===== config.mk =====
export PLATFORM = sky130hd
export DESIGN_NAME = piso_serializer
export DESIGN_NICKNAME = d
export VERILOG_FILES = /design/src/rtl/piso_serializer.sv
export SDC_FILE = /design/constraint.sdc
export NUM_CORES = 1
export LEC_CHECK = 0
export CAP_MARGIN = 40
export CORE_AREA = 2 2 39 41
export CTS_CLUSTER_DIAMETER = 150
export DETAILED_ROUTE_END_ITERATION = 16
export DIE_AREA = 0 0 41 43
export GPL_ROUTABILITY_DRIVEN = 0
export PLACE_DENSITY_LB_ADDON = 0.08
export SYNTH_ARGS = -nofsm -noshare
export SYNTH_HDL_FRONTEND = slang
export SYNTH_SLANG_ARGS = --single-unit
export TNS_END_PERCENT = 30

===== constraint.sdc =====
create_clock -name clk -period 1.3 [get_ports clk]
set_clock_uncertainty 0.05 [all_clocks]
set_input_delay 0.26 -clock clk [delete_from_list [all_inputs] [get_ports clk]]
set_output_delay 0.26 -clock clk [all_outputs]
set_load 0.1 [all_outputs]

===== src/rtl/piso_serializer.sv =====
// Parallel-in, serial-out transmitter: accepts a word over valid/ready and
// shifts it out on q one bit per enabled clock, back-to-back with no idle bit.
module piso_serializer #(
   parameter int WIDTH      = 4,
   parameter bit MSB_FIRST  = 1'b1,
   parameter bit IDLE_LEVEL = 1'b0
) (
   input  logic             clk,
   input  logic             rst_n,
   input  logic [WIDTH-1:0] din,
   input  logic             din_valid,
   output logic             din_ready,
   input  logic             en,
   output logic             q,
   output logic             q_valid,
   output logic             q_last,
   output logic             busy
);

   localparam int               CNT_W    = $clog2(WIDTH);
   localparam logic [CNT_W-1:0] CNT_LAST = CNT_W'(WIDTH - 1);

   typedef enum logic {
      IDLE  = 1'b0,
      SHIFT = 1'b1
   } state_t;

   state_t           state, state_nx;
   logic [CNT_W-1:0] cnt, cnt_nx;
   logic [WIDTH-1:0] shreg, shreg_nx;
   logic             q_nx;
   logic             q_valid_nx;
   logic             at_last;
   logic             accept;

   // Bit that goes on the line next, taken from the end selected by MSB_FIRST.
   function automatic logic head_bit(input logic [WIDTH-1:0] w);
      return MSB_FIRST ? w[WIDTH-1] : w[0];
   endfunction

   // Remaining bits after the head bit has been moved onto q.
   function automatic logic [WIDTH-1:0] drop_head(input logic [WIDTH-1:0] w);
      return MSB_FIRST ? (w << 1) : (w >> 1);
   endfunction

   assign at_last   = (state == SHIFT) && (cnt == CNT_LAST);
   assign din_ready = rst_n && ((state == IDLE) || (at_last && en));
   assign accept    = din_valid && din_ready;
   assign q_last    = at_last;
   assign busy      = (state == SHIFT);

   always_comb begin
      state_nx   = state;
      cnt_nx     = cnt;
      shreg_nx   = shreg;
      q_nx       = q;
      q_valid_nx = q_valid;

      case (state)
         IDLE: begin
            q_nx       = IDLE_LEVEL;
            q_valid_nx = 1'b0;
            if (accept) begin
               state_nx   = SHIFT;
               cnt_nx     = '0;
               q_nx       = head_bit(din);
               shreg_nx   = drop_head(din);
               q_valid_nx = 1'b1;
            end
         end

         SHIFT: begin
            if (en) begin
               if (!at_last) begin
                  cnt_nx   = cnt + 1'b1;
                  q_nx     = head_bit(shreg);
                  shreg_nx = drop_head(shreg);
               end else if (accept) begin
                  // Reload on the last bit so the next word follows without a gap.
                  cnt_nx     = '0;
                  q_nx       = head_bit(din);
                  shreg_nx   = drop_head(din);
                  q_valid_nx = 1'b1;
               end else begin
                  state_nx   = IDLE;
                  cnt_nx     = '0;
                  shreg_nx   = '0;
                  q_nx       = IDLE_LEVEL;
                  q_valid_nx = 1'b0;
               end
            end
         end

         default: begin
            state_nx   = IDLE;
            cnt_nx     = '0;
            shreg_nx   = '0;
            q_nx       = IDLE_LEVEL;
            q_valid_nx = 1'b0;
         end
      endcase
   end

   always_ff @(posedge clk) begin
      if (!rst_n) begin
         state   <= IDLE;
         cnt     <= '0;
         shreg   <= '0;
         q       <= IDLE_LEVEL;
         q_valid <= 1'b0;
      end else begin
         state   <= state_nx;
         cnt     <= cnt_nx;
         shreg   <= shreg_nx;
         q       <= q_nx;
         q_valid <= q_valid_nx;
      end
   end

endmodule


# After elaboration in Yosys (flattened, before gate mapping)
# Cells that the tools add are included.
totals:
  reg_bits: 9
  latch_bits: 0
  ramBits: 0
  rom_bits: 0
  output_inout_bits: 5
  word_cells: 38
  memories: 0
op_classes:
  add_sub_neg: 1
  multipliers: 0
  n_div: 0
  n_lt_le_gt_ge: 0
  eq_ne: 4
  shifts: 0
  mux: 20
  bitwise_logic: 1
  n_reduce_logical: 7
ops:
  columns: ["cell", "n"]
  rows:
  - ["2-to-1 mux 4 bit", 4]
  - ["2-to-1 mux 1 bit", 8]
  - ["one-hot mux 4 bit (2 select lines)", 1]
  - ["2-to-1 mux 2 bit", 3]
  - ["one-hot mux 1 bit (2 select lines)", 3]
  - ["logical AND 1 bit", 4]
  - ["inequality test 2 bit (second input constant)", 2]
  - ["one-hot mux 2 bit (2 select lines)", 1]
  - ["AND reduction 2 bit", 2]
  - ["adder 2 x 1 -> 2 bit (second input constant)", 1]
  - ["equality test 2 bit (second input constant)", 1]
  - ["inequality test 2 x 1 -> 1 bit (second input constant)", 1]
  - ["logical OR 1 bit", 1]
  - ["NOT 1 bit", 1]

# Longest topological paths before layout
# Gate-level depths: netlist of the first run.
depth:
  ltp_word: 10
  ltp_mapped: 4
  ltp_nobuf: 4

# Worst setup path after synthesis of the first run
# No wires, ideal clock.
synth_path:
  path_type: "register to output"
  start: "register state (netlist: busy)"
  end: "output port din_ready"
  arrival_ps: 2442
  slack_ps: -1452
  path_stages_with_launch: 4
  path_cell_list: "dfxtp_1 buf_6 a21boi_2 nor2b_1"
synth_between:
  elab_chain_cells: 4
synth_rtl:
  columns: ["element", "line_no", "rtl"]
  rows:
  - ["from (decl)", "28", "state_t state, state_nx;"]
  - ["from (signal assigned)", "112", "state <= state_nx;"]
  - ["logical AND 1 bit", "46", "assign at_last = (state == SHIFT) && (cnt == CNT_LAST);"]
  - ["logical AND 1 bit", "47", "assign din_ready = rst_n && ((state == IDLE) || (at_last && en));"]
  - ["logical OR 1 bit (*)", "47", null]
  - ["logical AND 1 bit (*)", "47", null]
  - ["to (decl)", "12", "output logic din_ready,"]
# Mark *: on every way between the ends. The rest lies on a longest branch, timed or not.

# Worst setup path in the final report of the first run
layout_path:
  start: "register cnt[1]"
  end: "output port din_ready"
layout_between:
  elab_chain_cells: 5
layout_rtl:
  columns: ["element", "line_no", "rtl"]
  rows:
  - ["from (decl)", "29", "logic [CNT_W-1:0] cnt, cnt_nx;"]
  - ["from (signal assigned)", "113", "cnt <= cnt_nx;"]
  - ["equality test 2 bit", "46", null]
  - ["logical AND 1 bit", "46", null]
  - ["logical AND 1 bit", "47", null]
  - ["logical OR 1 bit", "47", null]
  - ["logical AND 1 bit", "47", null]
# Every way passes these cells.

==> results of run 1 <==
[where the power goes]
part	switching [W]	internal (W)	leakage, nW	total [W]
logic	0.000119	0.000103	0.234	0.000221
registers	0.0000183	0.000262	0.0675	0.000281
clock network	0.000105	0.000119	0.0150	0.000224
[worst max-delay path, stage by stage (launching register included)]
cell and delay [ns]:
sky130_fd_sc_hd__dfxtp_2 0.35, sky130_fd_sc_hd__ha_4 0.16, sky130_fd_sc_hd__a21boi_4 0.06, sky130_fd_sc_hd__nor2b_4 0.13, sky130_fd_sc_hd__buf_12 0.18
[registers in the layout, summed over array words and instances, names as in the netlist]
register	flops
q	1
busy	1
q_valid	1
cnt	2
shreg	3
[Yosys cell counts, drive strengths merged]
cell type	instances
dfxtp	8
nand2	4
nor2b	4
o21ai	4
a21boi	3
a31oi	3
nand3	3
buf	2
inv	2
nand3b	2
a221oi	1
a22o	1
and2	1
and4	1
and4bb	1
ha	1
mux2	1
mux2i	1
nand4b	1
o21a	1
o31ai	1
[what timing repair did]
action                                  in CTS  in global routing
pin swaps                                    4                  0
resized for setup                            9                  1
setup buffers                                3                  0
endpoints found under the setup margin       6                  6
[metal layers]
metal | GRT usage | part of all wire
met5 | 0 | 0
met4 | 0.0800 | 0.017
met3 | 0.0785 | 0.061
met2 | 0.244 | 0.50
met1 | 0.183 | 0.42
[final cells by class]
| cell class | instances | area [um2] | share of cell area |
|---|---|---|---|
| Inverter | 2 | 7.51 | 0.00979 |
| Tap cell | 16 | 20.0 | 0.0261 |
| Sequential cell | 8 | 166 | 0.217 |
| Timing Repair Buffer | 23 | 250 | 0.326 |
| Multi-Input combinational cell | 34 | 297 | 0.387 |
| Clock buffer | 4 | 26.3 | 0.0343 |
[cells in the final DEF (no fill, tap or decap)]
master | synthesis | final
sky130_fd_sc_hd__a21boi_1 | 2 | 2
sky130_fd_sc_hd__a21boi_4 | 0 | 1
sky130_fd_sc_hd__a221oi_2 | 1 | 1
sky130_fd_sc_hd__a22o_1 | 1 | 1
sky130_fd_sc_hd__a31oi_1 | 3 | 3
sky130_fd_sc_hd__and2_4 | 0 | 1
sky130_fd_sc_hd__and4_4 | 0 | 1
sky130_fd_sc_hd__and4bb_1 | 1 | 1
sky130_fd_sc_hd__buf_12 | 0 | 5
sky130_fd_sc_hd__buf_4 | 0 | 11
sky130_fd_sc_hd__clkbuf_1 | 0 | 1
sky130_fd_sc_hd__clkbuf_4 | 0 | 3
sky130_fd_sc_hd__clkdlybuf4s50_1 | 0 | 5
sky130_fd_sc_hd__dfxtp_1 | 8 | 5
sky130_fd_sc_hd__dfxtp_2 | 0 | 2
sky130_fd_sc_hd__dfxtp_4 | 0 | 1
sky130_fd_sc_hd__dlygate4sd2_1 | 0 | 2
sky130_fd_sc_hd__ha_4 | 0 | 1
sky130_fd_sc_hd__inv_1 | 2 | 2
sky130_fd_sc_hd__mux2_1 | 1 | 1
sky130_fd_sc_hd__mux2i_1 | 1 | 1
sky130_fd_sc_hd__nand2_1 | 4 | 4
sky130_fd_sc_hd__nand3_1 | 2 | 2
sky130_fd_sc_hd__nand3_2 | 1 | 1
sky130_fd_sc_hd__nand3b_1 | 2 | 2
sky130_fd_sc_hd__nand4b_1 | 1 | 1
sky130_fd_sc_hd__nor2b_1 | 3 | 2
sky130_fd_sc_hd__nor2b_4 | 1 | 2
sky130_fd_sc_hd__o21a_1 | 1 | 1
sky130_fd_sc_hd__o21ai_0 | 4 | 1
sky130_fd_sc_hd__o21ai_1 | 0 | 1
sky130_fd_sc_hd__o21ai_2 | 0 | 2
sky130_fd_sc_hd__o31ai_1 | 1 | 1
[cell families after synthesis]
kind of cell / count (synthesis) / synth area share
buf+inv: 4 / 0.0540
mux: 2 / 0.0483
flops: 8 / 0.364
compound gates: 14 / 0.236
simple gates: 17 / 0.270
fa+ha+maj: 1 / 0.0284
[path summary, 6_finish.rpt]
| path | from | endpoint | slack [ns] | cells after the start |
|---|---|---|---|---|
| max | cnt[1]$_SDFFE_PN0P_ | din_ready | -0.17 | 4 |
| min | shreg[1]$_SDFFE_PN0P_ | shreg[1]$_SDFFE_PN0P_ | 0.43 | 2 |
| max reg2reg | cnt[1]$_SDFFE_PN0P_ | shreg[3]$_SDFFE_PN0P_ | -0.07 | 6 |
| min reg2reg | shreg[1]$_SDFFE_PN0P_ | shreg[1]$_SDFFE_PN0P_ | 0.43 | 2 |
[metrics by stage]
step	hold slack, ns	total power [W]	util
after floorplan	0.301	0.000406	-
after global placement	0.407	0.000494	0.505
after detailed placement	0.424	0.000500	0.505
after CTS	0.431	0.000727	0.552
after global routing	0.460	0.000751	0.554
final	0.433	0.000725	0.554
==> impl_metrics.tcl, run 1 <==
set metrics [dict create \
    post_synth_num_cell_types 25 \
    endpoint_kind "primary output" \
    post_synth_inst_count 46 \
    worst-slew-pin-transition_ns 0.321 \
    vias_in_the_first_global_route 432 \
    clock_tree_from_tritoncts "built" \
    power_leakage_nw 0.316 \
    dpl_cell_area_um2 698 \
    grt_setup_unrepaired "yes" \
    grt_antenna_before_repair 0 \
    violations "setup timing" \
    postRouteWirelength_mm 1.14 \
    startpoint_type "flip-flop" \
    pre_cts_ws_ns -0.387 \
    via_count 445 \
    nFillCells 120 \
    timing.setup.critical_path_class "reg2out" \
    class_of_the_tightest_hold_or_removal_check "reg2reg" \
    outcome "complete, but fails checks" \
    synth.cell_area_um2 440 \
    fin_ws_ns -0.170 \
    clk_pin_slew_ns 0.06 \
    setup_violation_total_in_the_final_timing_report 6 \
    dp_hpwl_um 890 \
    dpl.cell_count 80 \
    port_buffers 12 \
    core-area_um2 1380 \
    fin_crit_sh 1.13 \
    synth.avg_cell_area_um2 9.57 \
    ctsHoldBuffers 0 \
    post_layout_nonfiller_instances 87 \
    cts_buffers 3 \
    peakVddDrop_uv 518 \
    final_max_slew_viol_count 0 \
    antennaDiodeCount 0 \
    synth.ff_latch_count 8 \
    layout-drive-gt1-share 0.451 \
    die_x_extent_um 41 \
    worst_skew_pair.late_latency_ns 0.27 \
    synth_nets 55 \
    synth_largest_type_area_fraction 0.364 \
    synth-warning-count 0 \
    dieHeight_um 43 \
    route.antenna.remaining_nets 0 \
    timing.setup.tns_ns -0.409 \
    achievable-frequency_ghz 0.680 \
    timing.slew.headroom 0.786 \
    top_level_ports 13 \
    initialDrtViolationCount 5 \
    timing.max_cap.violations 0 \
    yosys.area.top_type "sky130_fd_sc_hd__dfxtp_1" \
    max-clock-path-buffers 2 \
    final_hold_viol_count 0 \
    initial_utilization 0.318 \
    grt_pass1_wl_mm 1.90 \
    gr-total-overflow 0 \
    design.final.nets 81 \
    synth.top_cells.by_area "sky130_fd_sc_hd__dfxtp_1 36%, sky130_fd_sc_hd__o21ai_0 4.5%, sky130_fd_sc_hd__a31oi_1 4.3%" \
    detail_route.first_pass.iterations 3 \
    critical_path_arrival_ns 1.16 \
    stdcell_area_um2 767 \
    numClockSinks 8 \
    drc_violations 0 \
    grt_max_degree 11 \
    root_buffer "sky130_fd_sc_hd__clkbuf_4" \
    dieArea_um2 1760 \
    flow.area_growth_from_synthesis_pct 74.1 \
    power.density_cell_area_nw_per_um2 946 \
    clock_tree.htree_level_count 1 \
    data_required_time_of_the_critical_path_ns 0.99 \
    core.rowCount 14 \
    synth_seq_area_share 0.364 \
    crit_path_max_fanout 4 \
    minimum_clock_period_ns 1.47 \
    drt-wirelength-per-cell_um 13.1 \
    global_route.usage.total 0.162 \
    vias_per_cell 5.11 \
]
Power figures use the tool's default switching activity.
==> run 2, diff against run 1 <==
--- a/config.mk
+++ b/config.mk
@@ -5,6 +5,7 @@
 export SDC_FILE = /design/constraint.sdc
 export NUM_CORES = 1
 export LEC_CHECK = 0
+export ABC_AREA = 1
 export CAP_MARGIN = 40
 export CORE_AREA = 2 2 39 41
 export CTS_CLUSTER_DIAMETER = 150
==> run 2 against run 1 <==
Effect of this change: worst setup slack better by 0.00085 ns; global-route usage decreased by 3.0 points; utilization is 4.0 points lower; worst hold slack improved by 0.028 ns; critical path depth grew 2; highest routed layer unchanged; the run still ends with setup timing left; first-iteration DRC count unchanged; die area stayed put; routed wire length shrank 22%.
==> impl_metrics.tcl, run 2 <==
set metrics [dict create \
    fin_crit_sh 1.13 \
    core-area_um2 1380 \
    core.rowCount 14 \
    global_route.usage.met1 0.174 \
    largest_register "shreg" \
    fin_ws_ns -0.170 \
    port_buffers 12 \
    synth_seq_area_share 0.417 \
    achievable-frequency_ghz 0.680 \
    route.antenna.remaining_nets 0 \
    final_max_slew_viol_count 0 \
    flow.area_growth_from_synthesis_pct 85.3 \
    peakVddDrop_uv 539 \
    via_count 406 \
    clk_pin_slew_ns 0.06 \
    drt-wirelength-per-cell_um 9.60 \
    met3_usage 0.0157 \
    grtUsageMet2 0.188 \
    dieArea_um2 1760 \
    synth.avg_cell_area_um2 7.11 \
    cts_buffers 3 \
    timing.max_cap.violations 0 \
    clock_tree.htree_level_count 1 \
    vias_in_the_first_global_route 392 \
    worst-slew-pin-transition_ns 0.283 \
    synth_edf_count 0 \
    synth_largest_type_area_fraction 0.417 \
    grt_antenna_before_repair 0 \
    global_route.usage.total 0.132 \
    final_util 0.514 \
    synth.ff_latch_count 8 \
    yosys.area.top_type "sky130_fd_sc_hd__dfxtp_1" \
    globalRoute.busiestLayer "met2" \
    synth_flop_cell "sky130_fd_sc_hd__dfxtp_1" \
    timing.setup.tns_ns -0.282 \
    timing.setup.critical_path_class "reg2out" \
    endpoint_kind "primary output" \
    ctsHoldBuffers 0 \
    crit_path_max_fanout 2 \
    yosys.cell_count.top_type "sky130_fd_sc_hd__nand2_1" \
    dpl.cell_count 84 \
    grt_setup_unrepaired "yes" \
    initialDrtViolationCount 5 \
    dp_hpwl_um 651 \
    power.density_cell_area_nw_per_um2 1030 \
    synth.cell_area_um2 384 \
    violations "setup timing" \
    biggestRegsByFlops "shreg: 3 flops, cnt: 2 flops" \
    final_hold_viol_count 0 \
    data_required_time_of_the_critical_path_ns 0.99 \
    outcome "complete, but fails checks" \
    setup_violation_total_in_the_final_timing_report 2 \
    detail_route.first_pass.iterations 6 \
    power_leakage_nw 0.333 \
    max-clock-path-buffers 2 \
    critical_path_arrival_ns 1.16 \
    nFillCells 144 \
    grt_max_degree 11 \
    synth-warning-count 0 \
    initial_utilization 0.278 \
    design.final.nets 86 \
    reg2reg_depth 8 \
    synth_nets 63 \
    gr-total-overflow 0 \
    layout-drive-gt1-share 0.421 \
    postRouteWirelength_um 883 \
    die_x_extent_um 41 \
    root_buffer "sky130_fd_sc_hd__clkbuf_4" \
    minimum_clock_period_ns 1.47 \
    clock_tree_from_tritoncts "built" \
    dpl_cell_area_um2 644 \
    min_path_cells 3 \
    synth_top_cells_by_count "14 x sky130_fd_sc_hd__nand2_1, 9 x sky130_fd_sc_hd__inv_1, 8 x sky130_fd_sc_hd__dfxtp_1, 7 x sky130_fd_sc_hd__o21ai_0, 5 x sky130_fd_sc_hd__a21oi_1" \
    largest_register_ffs 3 \
    layout_common_cells "10 x sky130_fd_sc_hd__nand2_1, 7 x sky130_fd_sc_hd__buf_4, 6 x sky130_fd_sc_hd__o21ai_0" \
    stdcell_area_um2 712 \
    numClockSinks 8 \
    startpoint_type "flip-flop" \
    post_synth_num_cell_types 14 \
    post_layout_nonfiller_instances 92 \
    worst_skew_pair.late_latency_ns 0.25 \
    top_level_ports 13 \
    timing.slew.headroom 0.810 \
    post_synth_inst_count 54 \
    synth.top_cells.by_area "sky130_fd_sc_hd__dfxtp_1 42%, sky130_fd_sc_hd__nand2_1 14%, sky130_fd_sc_hd__o21ai_0 9.1%" \
    grt_pass1_wl_mm 1.55 \
    class_of_the_tightest_hold_or_removal_check "in2reg" \
    vias_per_cell 4.41 \
    antennaDiodeCount 0 \
    layout.cells.most_common "sky130_fd_sc_hd__nand2_1" \
    dieHeight_um 43 \
    worst_reg_to_reg_setup_slack_ns 0.08 \
    ys_async_sr_fraction 0 \
    drc_violations 0 \
    report.power.total_w 0.000734 \
]
==> run 2: stage by stage <==
step	hold WS, ns	setup WS, ns
after floorplan	0.350	-0.124
after CTS	0.457	-0.186
after detailed placement	0.464	-0.275
after global placement	0.462	-0.259
final	0.461	-0.170
after global routing	0.497	-0.240
==> run 2: what timing repair did <==
item,CTS,global route
setup buffers,4,0
resized for setup,2,6
setup endpoints to repair,2,8
pin swaps,3,2
==> run 2: worst max-delay path, cell delays in order, from the launching register on <==
cell,delay (ns)
sky130_fd_sc_hd__dfxtp_2,0.35
sky130_fd_sc_hd__ha_4,0.14
sky130_fd_sc_hd__inv_2,0.04
sky130_fd_sc_hd__nand2_4,0.07
sky130_fd_sc_hd__nand2_4,0.05
sky130_fd_sc_hd__nor2_4,0.09
sky130_fd_sc_hd__buf_12,0.18
==> run 2: kinds of logic after synthesis <==
group                      count (synthesis)  share of synthesized area
adders and majority gates                  1                     0.0326
buffers and inverters                     11                      0.111
and+or+nand+nor                           19                      0.195
AOI/OAI and AO/OA                         15                      0.244
DFF                                        8                      0.417
==> run 2: layout make-up <==
cell class	instances	area [um2]	area share
tap	16	20.0	0.0281
clock buffer	4	26.3	0.0369
inverter	10	41.3	0.0580
timing repair buffer	19	224	0.315
multi-input combinational	35	234	0.329
sequential	8	166	0.234
==> run 2: final timing paths <==
kind | from | end
worst max-delay path | cnt[0]$_SDFFE_PN0P_ | din_ready
worst min-delay path | rst_n | busy$_SDFF_PN0_
worst max register to register | cnt[0]$_SDFFE_PN0P_ | shreg[2]$_SDFFE_PN0P_
worst min register to register | q_valid$_SDFFE_PN0P_ | q_valid$_SDFFE_PN0P_
==> run 2: per-layer routing <==
layer	routed length (um)	up-vias
met5	0	-
met4	8	0
met3	29	2
met2	461	9
met1	383	175
li1	-	220
==> run 2: power by group <==
group / switching (W) / total [W] / internal, W / leakage, nW
clock: 0.0000862 / 0.000204 / 0.000118 / 0.0150
sequential: 0.0000208 / 0.000289 / 0.000268 / 0.0673
combinational: 0.000139 / 0.000242 / 0.000103 / 0.251
